==> src/rtl/axil_reg_pkg.sv <==
// -----------------------------------------------------------------------------
// axil_reg_pkg
// Shared types and helpers for the AXI4-Lite to register-bus bridge.
//   state_t       : bridge FSM states
//   RESP_OKAY     : AXI OKAY response code
//   RESP_DECERR   : AXI DECERR response code (address outside decoded window)
//   strb_to_mask  : expands a 4-bit byte strobe into a 32-bit bit mask
// -----------------------------------------------------------------------------
package axil_reg_pkg;

    typedef enum logic [2:0] {
        IDLE,
        WR_EXEC,
        WR_RMW,
        WR_RESP,
        RD_EXEC,
        RD_RESP
    } state_t;

    localparam logic [1:0] RESP_OKAY   = 2'b00;
    localparam logic [1:0] RESP_DECERR = 2'b11;

    function automatic logic [31:0] strb_to_mask(input logic [3:0] strb);
        logic [31:0] mask;
        mask = '0;
        for (int i = 0; i < 4; i++) begin
            mask[i*8 +: 8] = {8{strb[i]}};
        end
        return mask;
    endfunction

endpackage

==> src/rtl/axil_reg_bridge.sv <==
// -----------------------------------------------------------------------------
// axil_reg_bridge
// AXI4-Lite slave that turns host register accesses into the flat register-bus
// strobe interface (reg_wen / reg_addr / reg_wdata / reg_rdata). One transaction
// is in flight at a time; simultaneous write and read requests are granted
// alternately. Partial-strobe writes are performed as read-modify-write.
//
// Ports:
//   aclk, areset          clock, synchronous active-high reset
//   s_axil_aw* / s_axil_w* write address / data channels (accepted together)
//   s_axil_b*             write response channel
//   s_axil_ar*            read address channel
//   s_axil_r*             read data channel
//   reg_wen               one-cycle write strobe to the register file
//   reg_addr              word-aligned register byte address (holds while idle)
//   reg_wdata             register write data
//   reg_rdata             combinational read data for reg_addr
// -----------------------------------------------------------------------------
module axil_reg_bridge
    import axil_reg_pkg::*;
#(
    parameter int          ADDR_WIDTH   = 32,
    parameter logic [31:0] DECODE_LIMIT = 32'h0000_0100,
    parameter bit          RMW_EN       = 1'b1
) (
    input  logic                  aclk,
    input  logic                  areset,

    input  logic [ADDR_WIDTH-1:0] s_axil_awaddr,
    input  logic                  s_axil_awvalid,
    output logic                  s_axil_awready,
    input  logic [31:0]           s_axil_wdata,
    input  logic [3:0]            s_axil_wstrb,
    input  logic                  s_axil_wvalid,
    output logic                  s_axil_wready,
    output logic [1:0]            s_axil_bresp,
    output logic                  s_axil_bvalid,
    input  logic                  s_axil_bready,

    input  logic [ADDR_WIDTH-1:0] s_axil_araddr,
    input  logic                  s_axil_arvalid,
    output logic                  s_axil_arready,
    output logic [31:0]           s_axil_rdata,
    output logic [1:0]            s_axil_rresp,
    output logic                  s_axil_rvalid,
    input  logic                  s_axil_rready,

    output logic                  reg_wen,
    output logic [ADDR_WIDTH-1:0] reg_addr,
    output logic [31:0]           reg_wdata,
    input  logic [31:0]           reg_rdata
);

    localparam logic [ADDR_WIDTH-1:0] LIMIT      = ADDR_WIDTH'(DECODE_LIMIT);
    // Masking (rather than slicing) keeps every address bit in use.
    localparam logic [ADDR_WIDTH-1:0] ALIGN_MASK = {{(ADDR_WIDTH-2){1'b1}}, 2'b00};

    state_t     state, state_nx;
    logic       last_rd, last_rd_nx;   // 1 = read won the most recent conflict
    logic [3:0] wstrb_q;

    logic wr_req, rd_req, grant_wr, grant_rd;
    logic decerr, full_wr;

    // A write request needs both AW and W; a lone channel simply waits.
    assign wr_req   = s_axil_awvalid & s_axil_wvalid;
    assign rd_req   = s_axil_arvalid;
    assign grant_wr = wr_req & (~rd_req | last_rd);
    assign grant_rd = rd_req & (~wr_req | ~last_rd);

    assign decerr   = (reg_addr >= LIMIT);
    // With RMW disabled the strobes are ignored and every write is full-word.
    assign full_wr  = (wstrb_q == 4'hF) | ~RMW_EN;

    // ------------------------------------------------------------------------
    // State register
    // ------------------------------------------------------------------------
    always_ff @(posedge aclk) begin
        if (areset) begin
            state   <= IDLE;
            last_rd <= 1'b1;   // first conflict after reset goes to the write
        end else begin
            state   <= state_nx;
            last_rd <= last_rd_nx;
        end
    end

    // ------------------------------------------------------------------------
    // Next state and handshake / strobe outputs
    // ------------------------------------------------------------------------
    always_comb begin
        state_nx       = state;
        last_rd_nx     = last_rd;
        s_axil_awready = 1'b0;
        s_axil_wready  = 1'b0;
        s_axil_arready = 1'b0;
        s_axil_bvalid  = 1'b0;
        s_axil_rvalid  = 1'b0;
        reg_wen        = 1'b0;

        case (state)
            IDLE: begin
                if (grant_wr) begin
                    s_axil_awready = 1'b1;
                    s_axil_wready  = 1'b1;
                    state_nx       = WR_EXEC;
                end else if (grant_rd) begin
                    s_axil_arready = 1'b1;
                    state_nx       = RD_EXEC;
                end
                // Only a genuine conflict moves the arbitration pointer.
                if (wr_req && rd_req) begin
                    last_rd_nx = grant_rd;
                end
            end
            WR_EXEC: begin
                if (decerr) begin
                    state_nx = WR_RESP;
                end else if (full_wr) begin
                    reg_wen  = 1'b1;
                    state_nx = WR_RESP;
                end else begin
                    state_nx = WR_RMW;
                end
            end
            WR_RMW: begin
                reg_wen  = 1'b1;
                state_nx = WR_RESP;
            end
            WR_RESP: begin
                s_axil_bvalid = 1'b1;
                if (s_axil_bready) begin
                    state_nx = IDLE;
                end
            end
            RD_EXEC: begin
                state_nx = RD_RESP;
            end
            RD_RESP: begin
                s_axil_rvalid = 1'b1;
                if (s_axil_rready) begin
                    state_nx = IDLE;
                end
            end
            default: begin
                state_nx = IDLE;
            end
        endcase

        // Reset wins immediately: an in-flight write must not strobe the
        // register file in the cycle reset is asserted.
        if (areset) begin
            s_axil_awready = 1'b0;
            s_axil_wready  = 1'b0;
            s_axil_arready = 1'b0;
            s_axil_bvalid  = 1'b0;
            s_axil_rvalid  = 1'b0;
            reg_wen        = 1'b0;
        end
    end

    // ------------------------------------------------------------------------
    // Datapath registers
    // ------------------------------------------------------------------------
    always_ff @(posedge aclk) begin
        if (areset) begin
            reg_addr     <= '0;
            reg_wdata    <= '0;
            wstrb_q      <= '0;
            s_axil_bresp <= RESP_OKAY;
            s_axil_rresp <= RESP_OKAY;
            s_axil_rdata <= '0;
        end else begin
            case (state)
                IDLE: begin
                    if (s_axil_awready) begin
                        reg_addr  <= s_axil_awaddr & ALIGN_MASK;
                        reg_wdata <= s_axil_wdata;
                        wstrb_q   <= s_axil_wstrb;
                    end else if (s_axil_arready) begin
                        reg_addr  <= s_axil_araddr & ALIGN_MASK;
                    end
                end
                WR_EXEC: begin
                    if (decerr) begin
                        s_axil_bresp <= RESP_DECERR;
                    end else begin
                        s_axil_bresp <= RESP_OKAY;
                        // reg_wdata still holds the host data here; fold in
                        // the untouched bytes of the current register value.
                        if (!full_wr) begin
                            reg_wdata <= (reg_rdata & ~strb_to_mask(wstrb_q)) |
                                         (reg_wdata &  strb_to_mask(wstrb_q));
                        end
                    end
                end
                RD_EXEC: begin
                    if (decerr) begin
                        s_axil_rdata <= '0;
                        s_axil_rresp <= RESP_DECERR;
                    end else begin
                        s_axil_rdata <= reg_rdata;
                        s_axil_rresp <= RESP_OKAY;
                    end
                end
                default: ;
            endcase
        end
    end

endmodule

==> config.mk <==
export PLATFORM = sky130hd
export DESIGN_NAME = axil_reg_bridge
export DESIGN_NICKNAME = d
export VERILOG_FILES = /design/src/rtl/axil_reg_pkg.sv /design/src/rtl/axil_reg_bridge.sv
export SDC_FILE = /design/constraint.sdc
export NUM_CORES = 1
export LEC_CHECK = 0
export CAP_MARGIN = 20
export CORE_ASPECT_RATIO = 1.1
export CORE_MARGIN = 5
export CORE_UTILIZATION = 47
export CTS_BUF_LIST = sky130_fd_sc_hd__clkbuf_4
export CTS_CLUSTER_SIZE = 25
export DETAILED_ROUTE_END_ITERATION = 12
export PLACE_DENSITY = 0.95
export SKIP_LAST_GASP = 1
export SLEW_MARGIN = 20
export SYNTH_ARGS = -nofsm -noshare
export SYNTH_HDL_FRONTEND = slang
export SYNTH_SLANG_ARGS = --single-unit
==> constraint.sdc <==
create_clock -name aclk -period 3.7 [get_ports aclk]
set_clock_uncertainty 0.2 [all_clocks]
set_input_delay 0.74 -clock aclk [delete_from_list [all_inputs] [get_ports aclk]]
set_output_delay 0.74 -clock aclk [all_outputs]
set_load 0.01 [all_outputs]
Yosys cells after proc, flatten, opt, wreduce, memory -nomap -nowiden:

Index checks and enable logic that the tools add are counted.

* output and inout bits: 106
* input bits: 139
* register bits: 108

* equal/unequal tests: 12
* reductions and logical operators: 9
* bitwise gates (word level): 12
* mux-type cells: 30
* magnitude comparators: 1

Operator list (number)
* 32-bit 2-to-1 mux: 6
* 32-bit bitwise AND: 2
* 32-bit one-hot mux with 2 select lines: 1
* 32-bit by 9-bit greater-or-equal comparator with 1-bit output, second input constant: 1
* 32-bit NOT: 1
* 32-bit bitwise OR: 1
* 3-bit one-hot mux with 6 select lines: 1
* 1-bit 2-to-1 mux: 16
* 3-bit 2-to-1 mux: 4
* 2-bit != test, second input constant: 5
* 3-bit by 2-bit equality test with 1-bit output, second input constant: 2
* 3-bit equality test, second input constant: 2
* 2-bit AND reduction: 3
* 4-bit equality test, second input constant: 1
* 4-bit AND reduction: 1
* 2-bit nonzero test: 2
* 1-bit bitwise AND: 3
* 3-bit by 1-bit equality test with 1-bit output, second input constant: 1
* 3-bit logical NOT: 1
* 3-bit != test, second input constant: 1
* 1-bit NOT: 3
* 3-bit AND reduction: 1
* 2-bit 2-to-1 mux: 1
* 1-bit bitwise OR: 2
* 2 further kinds: 2

Logic depth before layout (Yosys ltp):

* word-level depth: 10
* depth in mapped cells: 7

Worst setup path before layout:

Ideal clock, no wire load.

* path type: input port to output port
* start: input areset
* end: output s_axil_wready
* path slack: 674 ps
* stages: 7
* data required time: 2760 ps
* path buffers: 4
* data arrival time: 2086 ps
* cells stage by stage: or4_1 clkbuf_1 or3_1 buf_2 buf_6 inv_1 buf_4

* cells in the longest elaborated chain, start to end: 1

Ends and longest elaborated chain
* from (decl): line axil_reg_bridge.sv:27 `input logic areset,`
* 1-bit 2-to-1 mux
* to (decl): line axil_reg_bridge.sv:35 `output logic s_axil_wready,`

Every way passes these cells.

Final worst setup path:

* start: register reg_addr[12]
* end: output reg_wen

* cells in the longest elaborated chain, start to end: 4

Ends and longest elaborated chain
* from (decl): line axil_reg_bridge.sv:49 `output logic [ADDR_WIDTH-1:0] reg_addr,`
* from (signal assigned): line axil_reg_bridge.sv:177 `reg_addr <= s_axil_awaddr & ALIGN_MASK;`
* from (signal assigned): line axil_reg_bridge.sv:181 `reg_addr <= s_axil_araddr & ALIGN_MASK;`
* 32-bit by 9-bit greater-or-equal comparator with 1-bit output: line axil_reg_bridge.sv:71 `assign decerr = (reg_addr >= LIMIT);`
* 1-bit 2-to-1 mux: line axil_reg_bridge.sv:117 `if (decerr) begin`
* 1-bit one-hot mux with 2 select lines: line axil_reg_bridge.sv:101 `case (state)`
* 1-bit 2-to-1 mux: line axil_reg_bridge.sv:152 `if (areset) begin`
* to (decl): line axil_reg_bridge.sv:48 `output logic reg_wen,`

Every way passes these cells.

==> results.sh <==
export IMPL_run_status="completed"
export IMPL_tritoncts="done"
export IMPL_ctsResizeCount=0
export IMPL_h_tree_depth=3
export IMPL_synth_cell_type_count=38
export IMPL_rr_worst_depth=5
export IMPL_critPathLaunchType="flip-flop"
export IMPL_cts_buffer_depth=2
export IMPL_place_ws_ns=0.06966
export IMPL_die_area_sq_um=13700
export IMPL_rows=41
export IMPL_hp_start="s_axil_rdata[16]"
export IMPL_overflow=0
export IMPL_yosys_warnings=0
export IMPL_via_per_inst=5.989
export IMPL_drc=0
export IMPL_initial_core_util_pct=47.50
export IMPL_hold_path_class="reg2reg"
export IMPL_cts_sinks=104
export IMPL_dp_hpwl_um=13560
export IMPL_slowest_delay_ns=0.72
export IMPL_grt_pass1_wl_um=29300
export IMPL_cp_max_fo=9
export IMPL_maxCapViolCount=0
export IMPL_core_sq_um=11340
export IMPL_place_congestion=0.8322
export IMPL_die_h_um=122.3
export IMPL_seq_area_sq_um=2082
export IMPL_postSynthAreaPerCell_sq_um=8.441
export IMPL_io_pins=245
export IMPL_drt_first_pass_iters=5
export IMPL_clk_pin_slew_ns=0.15
export IMPL_crit_family="simple AND/OR/NAND/NOR gates"
export IMPL_antenna_found_initial=1
export IMPL_final_nets=966
export IMPL_wirelength_um=19360
export IMPL_hold_path_end="s_axil_rdata[16]"
export IMPL_max_freq_ghz=0.2873
export IMPL_hold_violations=0
export IMPL_ys_seq_elements=104
export IMPL_worstMarginPinSlew_ns=0.8014
export IMPL_port_buffers=238
export IMPL_syn_inst=638
export IMPL_track_usage_pct=26.49
export IMPL_setup_violations=0
export IMPL_worstPathArrival_ns=2.54
export IMPL_drive_gt1_share_pct=8.303
export IMPL_netlist_area_sq_um=5385
export IMPL_grt_start_max_net_pins=65
export IMPL_hold_buffers=0
export IMPL_worstSkewPairLatency_ns=0.46
export IMPL_fin_crit_ns=3.481
export IMPL_tns_ns=0
export IMPL_cts_buffers=9
export IMPL_p_leak_nw=2.612
export IMPL_drt_initial_drc_count=633
export IMPL_setup_worst_path_class="reg2out"
export IMPL_max_slew_margin_pct=46.16
export IMPL_ff2ff_setup_slack_ns=1.11
export IMPL_r2r_start="state[0]"
export IMPL_cts_setup_buffers=0
export IMPL_postRouteAntennaNets=0
export IMPL_cp_slowest_cell="or4_1"
export IMPL_worstReg2RegEnd="reg_addr[4]"
export IMPL_die_w_um=112.1
export IMPL_wire_per_inst_um=19.72
export IMPL_area_delta_synth_final_pct=45.96
export IMPL_finalPower_mw=3.088
export IMPL_cp_required_ns=2.76
export IMPL_multi_input_area_sq_um=2823
export IMPL_root_buffer="clkbuf_4"
export IMPL_endpoint_kind="output port"
export IMPL_vias=5881
export IMPL_grt_pass1_vias=5655
export IMPL_crit_chain="or4_1, nor2_2, a31oi_1, nor3_1, clkdlybuf4s50_1"
export IMPL_path_buf_inv=1
export IMPL_vdd_drop_max_uv=303.7
export IMPL_grt_setup_unrepaired="no"
export IMPL_slew_violations=0
export IMPL_num_fill_cells=910
export IMPL_whs_path_depth=2
export IMPL_fin_crit_sh_pct=94.07
export IMPL_power_density_nw_per_um2=392.9
export IMPL_seq_area_frac_synth_pct=38.66
export IMPL_setup_ws_ns=0.2194
-- power breakdown --
group | total, mW | switching [mW] | internal, mW
sequential | 1.30 | 0.0888 | 1.22
combinational | 1.28 | 0.766 | 0.510
clock | 0.508 | 0.371 | 0.136
total | 3.09 | 1.23 | 1.86
-- worst register-to-register path, cell delays in order (launching register included) --
cell and delay, ns:
dfxtp_1 0.47, or4b_4 0.60, a211oi_4 0.27, buf_4 0.49, mux2i_1 0.33, a211oi_2 0.10
-- layout by cell type (no fill, tap or decap), drive strengths merged, types with 8 or more instances in the layout --
master	n
nand4	58
nor4	39
mux2i	34
o211ai	64
buf	20
nor3	8
dfxtp	104
a31oi	33
clkdlybuf4s50	236
nand3	10
a211oi	33
nor2	38
nand2	37
inv	34
clkbuf	10
a21oi	34
-- cell families after synthesis --
group / Yosys count / share of synthesized area (%)
muxes: 34 / 6.320
AOI/OAI and AO/OA: 174 / 24.65
DFF: 104 / 38.66
and+or+nand+nor: 211 / 21.07
other: 1 / 0.06964
buffers and inverters: 114 / 9.224
-- worst max-delay path by stage --
stage,to,cells after the start,start
after global placement,s_axil_arready,4,s_axil_arvalid
after floorplan,s_axil_wready,7,areset
final,reg_wen,5,reg_addr[12]
after CTS,s_axil_arready,4,s_axil_arvalid
after detailed placement,s_axil_arready,4,s_axil_arvalid
after global routing,reg_wen,5,reg_addr[12]
-- layer usage --
metal | part of all wire (%) | track usage, %
met2 | 49 | 45.58
met4 | 2.8 | 10.29
met1 | 38 | 31.23
met3 | 10 | 7.939
met5 | 0 | 0
-- cells in the mapped netlist, drive strengths merged --
library cell	instances	area, sq um
inv	34	127.6
a21boi	1	7.510
or4b	1	13.76
and3	1	6.260
and2	2	12.51
o21ai	5	25.02
nor3	8	40.04
mux2i	34	340.3
or3	4	25.02
a311oi	2	17.52
nand4	58	362.9
o21bai	1	7.510
nand2	37	138.9
nand4b	1	8.760
nor2	38	142.6
dfxtp	104	2082
or4	3	22.52
o211ai	64	480.5
and4	2	17.52
nor4	39	244.0
or3b	1	8.760
o31ai	1	7.510
nor4b	1	8.760
nor3b	1	7.510
buf	29	177.7
clkbuf	51	191.4
a31oi	33	206.5
a211oi	33	405.4
conb	1	3.750
a21oi	34	170.2
nand3	10	50.05
nor2b	2	12.51
nand2b	2	12.51
-- metrics by stage --
step / area, sq um / utilization [%] / instances / hold slack, ns
3_5_place_dp: 7755 / 68.40 / 966 / 0.2448
2_1_floorplan: 5389 / - / 639 / 0.2761
4_1_cts: 7855 / 69.29 / 981 / 0.2617
3_3_place_gp: 7755 / 68.40 / 966 / 0.2374
5_1_grt: 7860 / 69.33 / 982 / 0.2746
6_report: 7860 / 69.33 / 982 / 0.2598
-- cell type report --
class / instances / share of cell area, %
multi-input combinational: 421 / 35.91
timing repair buffer: 257 / 32.28
sequential: 104 / 26.49
tap: 150 / 2.388
inverter: 34 / 1.624
clock buffer: 10 / 0.9551
clock inverter: 5 / 0.3184
antenna: 1 / 0.03184
Power figures use the tool's default switching activity.
